File: config.mk
export PLATFORM = sky130hd
export DESIGN_NAME = wb_ctrl
export DESIGN_NICKNAME = d
export VERILOG_FILES = /design/src/rtl/wb_ctrl.sv
export SDC_FILE = /design/constraint.sdc
export NUM_CORES = 1
export LEC_CHECK = 0
export BUFFER_PORTS_ARGS = -buffer_cell sky130_fd_sc_hd__buf_2
export CELL_PAD_IN_SITES_DETAIL_PLACEMENT = 1
export CELL_PAD_IN_SITES_GLOBAL_PLACEMENT = 1
export CORE_MARGIN = 1
export CORE_UTILIZATION = 28
export CTS_CLUSTER_SIZE = 25
export DETAILED_ROUTE_END_ITERATION = 7
export PLACE_DENSITY = 0.86
export SYNTH_ARGS = -nofsm -noshare
export SYNTH_HDL_FRONTEND = slang
export SYNTH_SLANG_ARGS = --single-unit
File: constraint.sdc
create_clock -name clk -period 2.4 [get_ports clk]
set_clock_uncertainty 0.05 [all_clocks]
set_input_delay 0.36 -clock clk [delete_from_list [all_inputs] [get_ports clk]]
set_output_delay 0.36 -clock clk [all_outputs]
set_load 0.01 [all_outputs]
File: src/rtl/wb_ctrl.sv
// Write-buffer sequencing controller for the D-cache store path.
// Allocates or merges CPU stores into a 4-line x 2-word buffer, evicts a line
// on a tag conflict, and drains the buffer to memory on request or when full.
//
// state   | meaning
// --------+---------------------------------------------------------------
// S_IDLE  | accept stores, or start a drain-all when requested / full
// S_RD    | read one word of line L, latch it for the memory write
// S_MW    | memory write in flight, waiting for mem_ack
// S_WSKIP | word had no valid bytes, advance without a memory write
// S_CLR   | flush line L (tag-valid and byte-valids cleared)
// S_NEXT  | drain-all: step to the next line or finish
module wb_ctrl #(
   parameter int MEM_AW = 32,
   parameter int NLINES = 4
) (
   input  logic                clk,
   input  logic                rst,
   input  logic                st_req,
   input  logic [MEM_AW-1:0]   st_addr,
   input  logic [3:0]          st_mbe,
   output logic                st_ack,
   input  logic                drain_req,
   output logic                drain_done,
   output logic                wb_empty,
   output logic                wb_ten,
   output logic                wb_tven,
   output logic                wb_ven,
   output logic                wb_men,
   output logic                wb_rd,
   output logic                wb_wr,
   output logic                wb_fl,
   output logic [MEM_AW-1:0]   wb_a,
   output logic [3:0]          wb_mbe,
   output logic                wb_tv_in,
   input  logic                wb_tv_out,
   input  logic                wb_tmatch,
   input  logic                wb_full,
   input  logic [MEM_AW-6:0]   wb_tag,
   input  logic [31:0]         wb_rdata,
   input  logic [3:0]          wb_dvalid,
   output logic                mem_req,
   output logic [MEM_AW-1:0]   mem_addr,
   output logic [31:0]         mem_wdata,
   output logic [3:0]          mem_be,
   input  logic                mem_ack
);

   localparam logic [2:0] S_IDLE  = 3'd0;
   localparam logic [2:0] S_RD    = 3'd1;
   localparam logic [2:0] S_MW    = 3'd2;
   localparam logic [2:0] S_WSKIP = 3'd3;
   localparam logic [2:0] S_CLR   = 3'd4;
   localparam logic [2:0] S_NEXT  = 3'd5;

   localparam logic [2:0] MAX_CNT = 3'(NLINES);

   logic [2:0] state;
   logic [1:0] line;
   logic       word;
   logic       mode_all;
   logic [2:0] occ_cnt;

   logic       start_drain;
   logic       conflict;
   logic       alloc;
   logic [MEM_AW-1:0] rd_addr;

   assign rd_addr  = {wb_tag, line, word, 2'b00};
   assign wb_empty = (occ_cnt == 3'd0);

   // Buffer controls, handshake pulses and IDLE decisions; reads are combinational.
   always_comb begin
      st_ack      = 1'b0;
      drain_done  = 1'b0;
      mem_req     = 1'b0;
      wb_ten      = 1'b0;
      wb_tven     = 1'b0;
      wb_ven      = 1'b0;
      wb_men      = 1'b0;
      wb_rd       = 1'b0;
      wb_wr       = 1'b0;
      wb_fl       = 1'b0;
      wb_tv_in    = 1'b0;
      wb_a        = '0;
      wb_mbe      = 4'h0;
      start_drain = 1'b0;
      conflict    = 1'b0;
      alloc       = 1'b0;
      case (state)
         S_IDLE: begin
            // Gated by rst so nothing leaks out during the reset cycle.
            if (!rst) begin
               if (drain_req || wb_full) begin
                  start_drain = 1'b1;
               end else if (st_req) begin
                  wb_a   = st_addr;
                  wb_mbe = st_mbe;
                  if (!wb_tv_out || wb_tmatch) begin
                     wb_ten   = 1'b1;
                     wb_tven  = 1'b1;
                     wb_ven   = 1'b1;
                     wb_men   = 1'b1;
                     wb_wr    = 1'b1;
                     wb_tv_in = 1'b1;
                     st_ack   = 1'b1;
                     alloc    = !wb_tv_out;
                  end else begin
                     conflict = 1'b1;
                  end
               end
            end
         end
         S_RD: begin
            wb_a   = rd_addr;
            wb_rd  = 1'b1;
            wb_men = 1'b1;
            wb_mbe = 4'hf;
         end
         S_MW: begin
            mem_req = 1'b1;
         end
         S_CLR: begin
            wb_a    = {{(MEM_AW-5){1'b0}}, line, 3'b000};
            wb_fl   = 1'b1;
            wb_wr   = 1'b1;
            wb_ven  = 1'b1;
            wb_tven = 1'b1;
         end
         S_NEXT: begin
            drain_done = (line == 2'd3);
         end
         default: ;
      endcase
   end

   // Sequencer, line/word pointers, occupancy and the latched memory write.
   always_ff @(posedge clk) begin
      if (rst) begin
         state     <= S_IDLE;
         line      <= 2'd0;
         word      <= 1'b0;
         mode_all  <= 1'b0;
         occ_cnt   <= 3'd0;
         mem_addr  <= '0;
         mem_wdata <= 32'h0;
         mem_be    <= 4'h0;
      end else begin
         case (state)
            S_IDLE: begin
               if (start_drain) begin
                  line     <= 2'd0;
                  word     <= 1'b0;
                  mode_all <= 1'b1;
                  state    <= S_RD;
               end else if (conflict) begin
                  line     <= st_addr[4:3];
                  word     <= 1'b0;
                  mode_all <= 1'b0;
                  state    <= S_RD;
               end else if (alloc && (occ_cnt < MAX_CNT)) begin
                  occ_cnt <= occ_cnt + 3'd1;
               end
            end
            S_RD: begin
               mem_addr  <= rd_addr;
               mem_wdata <= wb_rdata;
               mem_be    <= wb_dvalid;
               if (mode_all && !wb_tv_out) begin
                  state <= S_NEXT;
               end else if (wb_dvalid == 4'h0) begin
                  state <= S_WSKIP;
               end else begin
                  state <= S_MW;
               end
            end
            S_MW, S_WSKIP: begin
               if (state == S_WSKIP || mem_ack) begin
                  if (!word) begin
                     word  <= 1'b1;
                     state <= S_RD;
                  end else begin
                     state <= S_CLR;
                  end
               end
            end
            S_CLR: begin
               if (occ_cnt != 3'd0) begin
                  occ_cnt <= occ_cnt - 3'd1;
               end
               state <= mode_all ? S_NEXT : S_IDLE;
            end
            S_NEXT: begin
               if (line == 2'd3) begin
                  state <= S_IDLE;
               end else begin
                  line  <= line + 2'd1;
                  word  <= 1'b0;
                  state <= S_RD;
               end
            end
            default: state <= S_IDLE;
         endcase
      end
   end

endmodule

* Word level (Yosys, flattened, before mapping) *
Cells that the tools add are included.

word-level totals
  bits in registers = 76
  input port bits = 107

cells by class
  add/subtract/negate cells = 3
  magnitude comparators = 1
  equal/unequal tests = 13
  multiplexer cells = 56
  reduce and logical (&&, ||, !) cells = 20

operators with widths
  cell                                                                   count
  32-bit 2-to-1 mux                                                      3
  32-bit case mux with 3 select lines                                    1
  3-bit 2-to-1 mux                                                       10
  1-bit 2-to-1 mux                                                       29
  3-bit case mux with 5 select lines                                     1
  4-bit 2-to-1 mux                                                       3
  2-bit != test, second input constant                                   6
  4-bit case mux with 2 select lines                                     1
  3-bit by 2-bit equality test with 1-bit output, second input constant  2
  3-bit equality test, second input constant                             2
  3-bit zero test                                                        2
  2-bit 2-to-1 mux                                                       3
  3-bit case mux with 2 select lines                                     1
  2-bit nonzero test                                                     3
  3-bit nonzero test                                                     2
  5-bit AND reduction                                                    1
  4-bit zero test                                                        1
  1-bit case mux with 2 select lines                                     2
  2-bit case mux with 2 select lines                                     1
  2-bit AND reduction                                                    2
  4-bit AND reduction                                                    1
  3-bit by 1-bit adder with 3-bit output, second input constant          1
  3-bit by 1-bit equality test with 1-bit output, second input constant  1
  1-bit logical OR                                                       3
  other kinds (10)                                                       11

* Depth between registers and ports, before layout *
Gate-level depths: netlist of run 1.

  depth after elaboration = 12
  depth in mapped cells = 8
  depth with buffers taken out = 7

* Least setup slack after synthesis of run 1 *
Ideal clock, no wire load.

  path type = input -> output
  start point = input port rst
  end point = output port wb_ven
  data arrival time = 1509 ps
  path slack = 481 ps
  cell stages on the path = 5
  path buffers = 2
  path through = buf_6 > nor4b_4 > nand2_1 > o21ai_0 > buf_4

between the ends
  longest elaborated chain between the ends = 2

RTL lines
  what                                RTL line  RTL
  start: declaration                  18        input logic rst,
  1-bit 2-to-1 mux                    --
  1-bit case mux with 2 select lines  --
  end: declaration                    28        output logic wb_ven,

No other way between the ends.

* Final worst setup path of run 1 *
  start point = register state[0]
  end point = output port wb_a[2]

between the ends
  longest elaborated chain between the ends = 2
  elaborated cells between the ends (all ways) = 4
  classes of those cells = eq/ne (2); mux (1); reduce/logical (1)

RTL lines
  what                                         RTL line  RTL
  start: declaration                           58        logic [2:0] state;
  start signal: assignment                     191       state <= mode_all ? S_NEXT : S_IDLE;
  3-bit equality test (tied with other cells)  90        case (state)
  32-bit case mux with 3 select lines (*)      90
  end: declaration                             33        output logic [MEM_AW-1:0] wb_a,

Mark *: on every way between the ends. The rest lies on a longest branch, timed or not.

==> results of run 1 <==
-- timing repair --
| action | in CTS | in global routing |
|---|---|---|
| resized for setup | 6 | 3 |
| setup buffers | 0 | 0 |
| setup endpoints to repair | 29 | 29 |
| endpoints found under the hold margin | 0 | 0 |
| pin swaps | 0 | 0 |
-- synthesized netlist by cell type (all sizes together) --
library cell  count  share of area
xor2              1         0.0026
o311ai            1         0.0026
and2b             1         0.0022
nand4bb           1         0.0034
nor2              8         0.0090
nor3              3         0.0075
and2              2         0.0045
o21ba             1         0.0030
and3              3         0.0056
clkbuf           18          0.020
nand3             3         0.0045
o21ai             5         0.0075
fa                1         0.0060
a22o              3         0.0079
nor4b             1         0.0071
xnor2             1         0.0026
nand3b            3         0.0067
nand2           202           0.23
a211o             3         0.0079
a32o              1         0.0030
nand2b            3         0.0056
or2               1         0.0019
dfxtp            76           0.46
a311oi            3         0.0097
ha                1         0.0037
conb              1         0.0011
o221a             1         0.0034
o41a              1         0.0034
a31oi             1         0.0019
o21a              1         0.0022
nor2b             2         0.0037
buf              19          0.037
inv               4         0.0045
or3               4         0.0090
mux2i             1         0.0030
a21oi            69           0.10
or3b              1         0.0026
a211oi            1         0.0022
a32oi             1         0.0049
-- cells by family (layout without fill, tap and decap cells) --
family,Yosys count,count (layout)
AOI/OAI and AO/OA,92,92
xor gates and xnor gates,2,2
adders and majority gates,2,2
buffers and inverters,41,251
DFF,76,76
muxes,1,1
other,1,2
and+or+nand+nor,238,238
-- per-layer routing --
metal | global-route usage | routed length (um) | part of all wire
met1 | 0.219 | 4770 | 0.40
met2 | 0.350 | 6000 | 0.50
met3 | 0.0432 | 812 | 0.068
met4 | 0.0982 | 347 | 0.029
met5 | 0 | 0 | 0
-- power by group through the flow --
| stage | sequential (mW) | clock, mW | combinational (mW) |
|---|---|---|---|
| after floorplan | 1.76 | 0 | 0.988 |
| after global placement | 1.69 | 0 | 1.72 |
| after detailed placement | 1.71 | 0 | 1.80 |
| after CTS | 1.68 | 1.43 | 1.83 |
| after global routing | 1.72 | 1.47 | 2.01 |
| final | 1.68 | 1.38 | 1.81 |
-- per-stage QoR --
stage	utilization	cell area [um2]	cells
5_1_grt	0.422	4860	807
6_report	0.422	4860	807
4_1_cts	0.421	4850	807
3_3_place_gp	0.393	4530	791
2_1_floorplan	-	3340	454
3_5_place_dp	0.393	4530	791
-- sequential cells by signal (all words and copies together), names as in the netlist --
register and count:
mem_wdata 32, mem_addr 30, mem_be 4, occ_cnt 3, state 3, line 2
mode_all 1, word 1
-- how the worst max path moves through the flow --
stage / endpoint / cells after the start
3_5_place_dp: wb_a[15] / 7
5_1_grt: wb_a[2] / 7
6_report: wb_a[2] / 7
3_3_place_gp: wb_a[19] / 7
2_1_floorplan: wb_ven / 5
4_1_cts: wb_a[27] / 6
-- tightest hold or removal path, stage by stage --
cell and delay [ps]:
buf_2 90, nand2_1 40, a21oi_1 50
-- layout make-up --
type                       instances  share of cell area
sequential                        76               0.314
tap                              143              0.0368
clock inverter                     5              0.0124
timing repair buffer             231               0.250
multi-input combinational        337               0.334
inverter                           4             0.00309
clock buffer                      11              0.0499
==> flow_metrics.env, run 1 <==
export IMPL_grt_util_all_layers=0.196
export IMPL_regToRegSetupSlack_ps=490
export IMPL_cp_required_ps=1990
export IMPL_cts_buffers=9
export IMPL_leakage_nw=2.52
export IMPL_netlist_instances=453
export IMPL_path_max_fanout=34
export IMPL_synthAdderAreaFrac=0.00974
export IMPL_clock_latency_ps=340
export IMPL_hp_start="wb_rdata[12]"
export IMPL_start_util=0.290
export IMPL_multi_input_area_um2=1620
export IMPL_hold_violations=0
export IMPL_pin_count=223
export IMPL_synthDistinctLibCells=47
export IMPL_postRouteAntennaNets=0
export IMPL_p_int_mw=3.07
export IMPL_routedWlPerCell_um=14.8
export IMPL_drt_initial_drc_count=157
export IMPL_nFillCells=1515
export IMPL_path_clk_slew_ps=60
export IMPL_die_w_um=111
export IMPL_switching_share=0.369
export IMPL_finalWeightedCongestion=0.858
export IMPL_grt_pass1_vias=3891
export IMPL_remaining_drc_errors=34
export IMPL_hold_class="in2reg"
export IMPL_synth_compound_area_share=0.163
export IMPL_root_buffer="clkbuf_16"
export IMPL_final_cell_mix="buf_2 (220), nand2_1 (202), dfxtp_1 (74)"
export IMPL_antenna_cells=0
export IMPL_avgSynthCellArea_um2=7.37
export IMPL_grt_max_degree=42
export IMPL_grt_pass1_wl_mm=19.1
export IMPL_fp_row_count=39
export IMPL_core_um2=11500
export IMPL_vias=3811
export IMPL_setup_slack_ps=152
export IMPL_max_stage_delay_ps=440
export IMPL_rsz0062_at_grt="false"
export IMPL_synthSimpleGateAreaFrac=0.300
export IMPL_finalWirelength_mm=11.9
export IMPL_postSynthRegisterBits=76
export IMPL_p_clk_frac=0.283
export IMPL_fmax_mhz=445
export IMPL_min_path_cells=3
export IMPL_status="complete, but fails checks"
export IMPL_setup_tns_ps=0
export IMPL_synth_area_mux_share=0.00300
export IMPL_p_total_mw=4.88
export IMPL_cts_hold_buf=0
export IMPL_crit_top_cell="nand2_1"
export IMPL_setup_violations=0
export IMPL_p_comb_frac=0.372
export IMPL_path_delay_family="simple AND/OR/NAND/NOR gates"
export IMPL_cp_start_kind="register"
export IMPL_cp_num_buf_inv=3
export IMPL_arrival_ps=1840
export IMPL_crit_type="reg2out"
export IMPL_hold_end="mem_wdata[12]"
export IMPL_critPathSlowestCell="dfxtp_1"
export IMPL_synth_xor_area_frac=0.00525
export IMPL_die_h_um=111
export IMPL_routed_via_density=4.72
export IMPL_final_common_cell="buf_2"
export IMPL_dp_hpwl_mm=9.24
export IMPL_end_kind="primary output"
export IMPL_startpoint="state[0]"
export IMPL_synth_top_family_by_area="simple AND/OR/NAND/NOR gates"
export IMPL_drt_first_pass_iters=7
export IMPL_htree_levels=3
export IMPL_dieArea_um2=12400
export IMPL_power_switching_mw=1.80
export IMPL_cts_sinks=76
export IMPL_whs_ps=208
export IMPL_crit_path_cell_trace="and2b_2, nand2b_4, inv_2, buf_8, nand2_1, nand2_1, buf_2"
export IMPL_slew_violations=0
export IMPL_pre_cts_ws_ps=230
export IMPL_syn_area_um2=3340
export IMPL_r2r_end="occ_cnt[2]"
export IMPL_cts_tree="built"
export IMPL_rr_worst_depth=7
export IMPL_min_period_over_period=0.937
export IMPL_drv_cap=0
export IMPL_drive_above_1_share=0.393
export IMPL_regToRegStartpoint="state[0]"
export IMPL_violations="design-rule violations"
export IMPL_gr_total_overflow=0
export IMPL_numPortBuffers=220
export IMPL_fin_crit_ps=2250
export IMPL_synth_warnings=0
export IMPL_antenna_found_initial=0
export IMPL_fin_nets=768
export IMPL_ys_seq_area_frac=0.456
export IMPL_ff_latch_area_um2=1520
export IMPL_power_frac_seq=0.346
export IMPL_ir_drop_v=0.000624
export IMPL_p_per_area_nw_per_um2=1000
export IMPL_cts_max_path_buffers=2
export IMPL_area_growth_pct=45.5
No activity file was read; power rests on OpenSTA's default activity.
==> run 2, diff against run 1 <==
--- a/config.mk
+++ b/config.mk
@@ -8,6 +8,7 @@
 export BUFFER_PORTS_ARGS = -buffer_cell sky130_fd_sc_hd__buf_2
 export CELL_PAD_IN_SITES_DETAIL_PLACEMENT = 1
 export CELL_PAD_IN_SITES_GLOBAL_PLACEMENT = 1
+export CORE_ASPECT_RATIO = 0.6
 export CORE_MARGIN = 1
 export CORE_UTILIZATION = 28
 export CTS_CLUSTER_SIZE = 25
==> flow_metrics.env, run 2 (synthesis results as in run 1) <==
export IMPL_status="completed"
export IMPL_grt_use_met3=0.0646
export IMPL_routed_via_density=4.59
export IMPL_end_kind="primary output"
export IMPL_drt_first_pass_iters=4
export IMPL_postRouteAntennaNets=0
export IMPL_slew_violations=0
export IMPL_cts_sinks=76
export IMPL_finalWeightedCongestion=0.875
export IMPL_rsz0062_at_grt="false"
export IMPL_remaining_drc_errors=0
export IMPL_hold_class="in2reg"
export IMPL_hold_violations=0
export IMPL_grt_pass1_wl_mm=18.1
export IMPL_cts_hold_buf=0
export IMPL_crit_type="reg2out"
export IMPL_crit_path_cell_trace="and2b_1, nand2b_2, inv_2, buf_4, nand2_1, nand2_1, buf_2"
export IMPL_drive_above_1_share=0.395
export IMPL_area_growth_pct=46.6
export IMPL_gr_total_overflow=0
export IMPL_antenna_found_initial=0
export IMPL_die_w_um=143
export IMPL_met2_usage=0.320
export IMPL_cts_max_path_buffers=2
export IMPL_p_total_mw=4.96
export IMPL_crit_top_cell="nand2_1"
export IMPL_regToRegStartpoint="state[0]"
export IMPL_min_period_over_period=0.942
export IMPL_clock_latency_ps=330
export IMPL_setup_violations=0
export IMPL_setup_tns_ps=0
export IMPL_cp_num_buf_inv=3
export IMPL_cts_buffers=9
export IMPL_reg_top3="mem_wdata (32), mem_addr (30), mem_be (4)"
export IMPL_path_max_fanout=13
export IMPL_min_path_cells=3
export IMPL_path_delay_family="simple AND/OR/NAND/NOR gates"
export IMPL_fp_row_count=30
export IMPL_start_util=0.292
export IMPL_arrival_ps=1850
export IMPL_die_h_um=86.6
export IMPL_vias=3787
export IMPL_dp_hpwl_mm=9.35
export IMPL_cp_required_ps=1990
export IMPL_critPathSlowestCell="dfxtp_2"
export IMPL_drv_cap=0
export IMPL_cts_tree="built"
export IMPL_ir_drop_v=0.000320
export IMPL_hold_end="mem_wdata[17]"
export IMPL_fin_nets=770
export IMPL_gr_max_usage_layer="met2"
export IMPL_p_per_area_nw_per_um2=1010
export IMPL_hp_start="wb_rdata[17]"
export IMPL_path_clk_slew_ps=60
export IMPL_numPortBuffers=220
export IMPL_global_route_usage_met1=0.233
export IMPL_rr_worst_depth=7
export IMPL_max_stage_delay_ps=480
export IMPL_largest_reg_flops=32
export IMPL_drt_initial_drc_count=79
export IMPL_fmax_mhz=442
export IMPL_final_common_cell="buf_2"
export IMPL_regMostFlops="mem_wdata"
export IMPL_final_cell_mix="buf_2 (220), nand2_1 (202), dfxtp_1 (73)"
export IMPL_grt_util_all_layers=0.191
export IMPL_antenna_cells=0
export IMPL_leakage_nw=2.54
export IMPL_dieArea_um2=12400
export IMPL_routedWlPerCell_um=14.5
export IMPL_r2r_end="occ_cnt[2]"
export IMPL_root_buffer="clkbuf_16"
export IMPL_pin_count=223
export IMPL_grt_pass1_vias=3692
export IMPL_cp_start_kind="register"
export IMPL_htree_levels=3
export IMPL_regToRegSetupSlack_ps=410
export IMPL_grt_max_degree=48
export IMPL_fin_crit_ps=2260
export IMPL_core_um2=11400
export IMPL_finalWirelength_mm=12.0
==> run 2: cell types whose count changed in the layout (fill, tap and decap cells not counted), sizes merged <==
cell	delta
buf	+2
bufinv	+1
clkbuf	-1
clkinv	-1
clkinvlp	-1
inv	+1
==> run 2: cell type report <==
type / instances / area [um2]
repair buffers: 233 / 1210
multi-input cells: 337 / 1620
inverters: 4 / 15.0
clock buffers: 10 / 239
clock inverters: 5 / 82.6
fillers: 1494 / 6550
well taps: 160 / 200
flip-flops and latches: 76 / 1530
==> run 2: how the worst max path moves through the flow <==
stage | slack, ps | depth (start not counted) | endpoint | from
final | 140 | 7 | wb_a[2] | state[0]
after global routing | 30 | 7 | wb_a[2] | state[0]
after CTS | 40 | 7 | wb_a[2] | state[1]
after detailed placement | 260 | 7 | wb_a[21] | wb_full
after global placement | 350 | 7 | wb_a[19] | wb_full
after floorplan | 480 | 5 | wb_ven | rst
==> run 2: repair_timing <==
item / CTS / global route
setup endpoints to repair: 19 / 33
gates resized for setup: 2 / 2
setup buffers: 0 / 4
pin swaps: 0 / 1
==> run 2: metrics by stage <==
| stage | utilization | cells | hold WS [ps] | area, um2 | setup slack, ps |
|---|---|---|---|---|---|
| after floorplan | - | 454 | 411 | 3340 | 481 |
| after global placement | 0.396 | 806 | 390 | 4540 | 355 |
| after detailed placement | 0.396 | 806 | 393 | 4540 | 256 |
| after CTS | 0.425 | 821 | 204 | 4860 | 39.2 |
| after global routing | 0.428 | 825 | 202 | 4900 | 27.5 |
| final | 0.428 | 825 | 216 | 4900 | 138 |
==> run 2: routing by layer <==
layer	part of all wire	up-vias
li1	-	1886
met1	0.45	1740
met2	0.46	149
met3	0.080	12
met4	0.015	0
met5	0	-
==> run 2: worst register-to-register path, stage by stage, from the launching register on <==
cell and delay (ps):
dfxtp_2 480, nor2_1 100, nand2_1 150, inv_1 130, fa_1 400, xnor2_1 150
or3_1 310, a21oi_1 150
==> run 2: where the power goes <==
group	leakage [nW]	switching (mW)	internal [mW]
Combinational	1.76	1.08	0.736
Sequential	0.620	0.177	1.51
Clock	0.159	0.518	0.938
Total	2.54	1.77	3.19
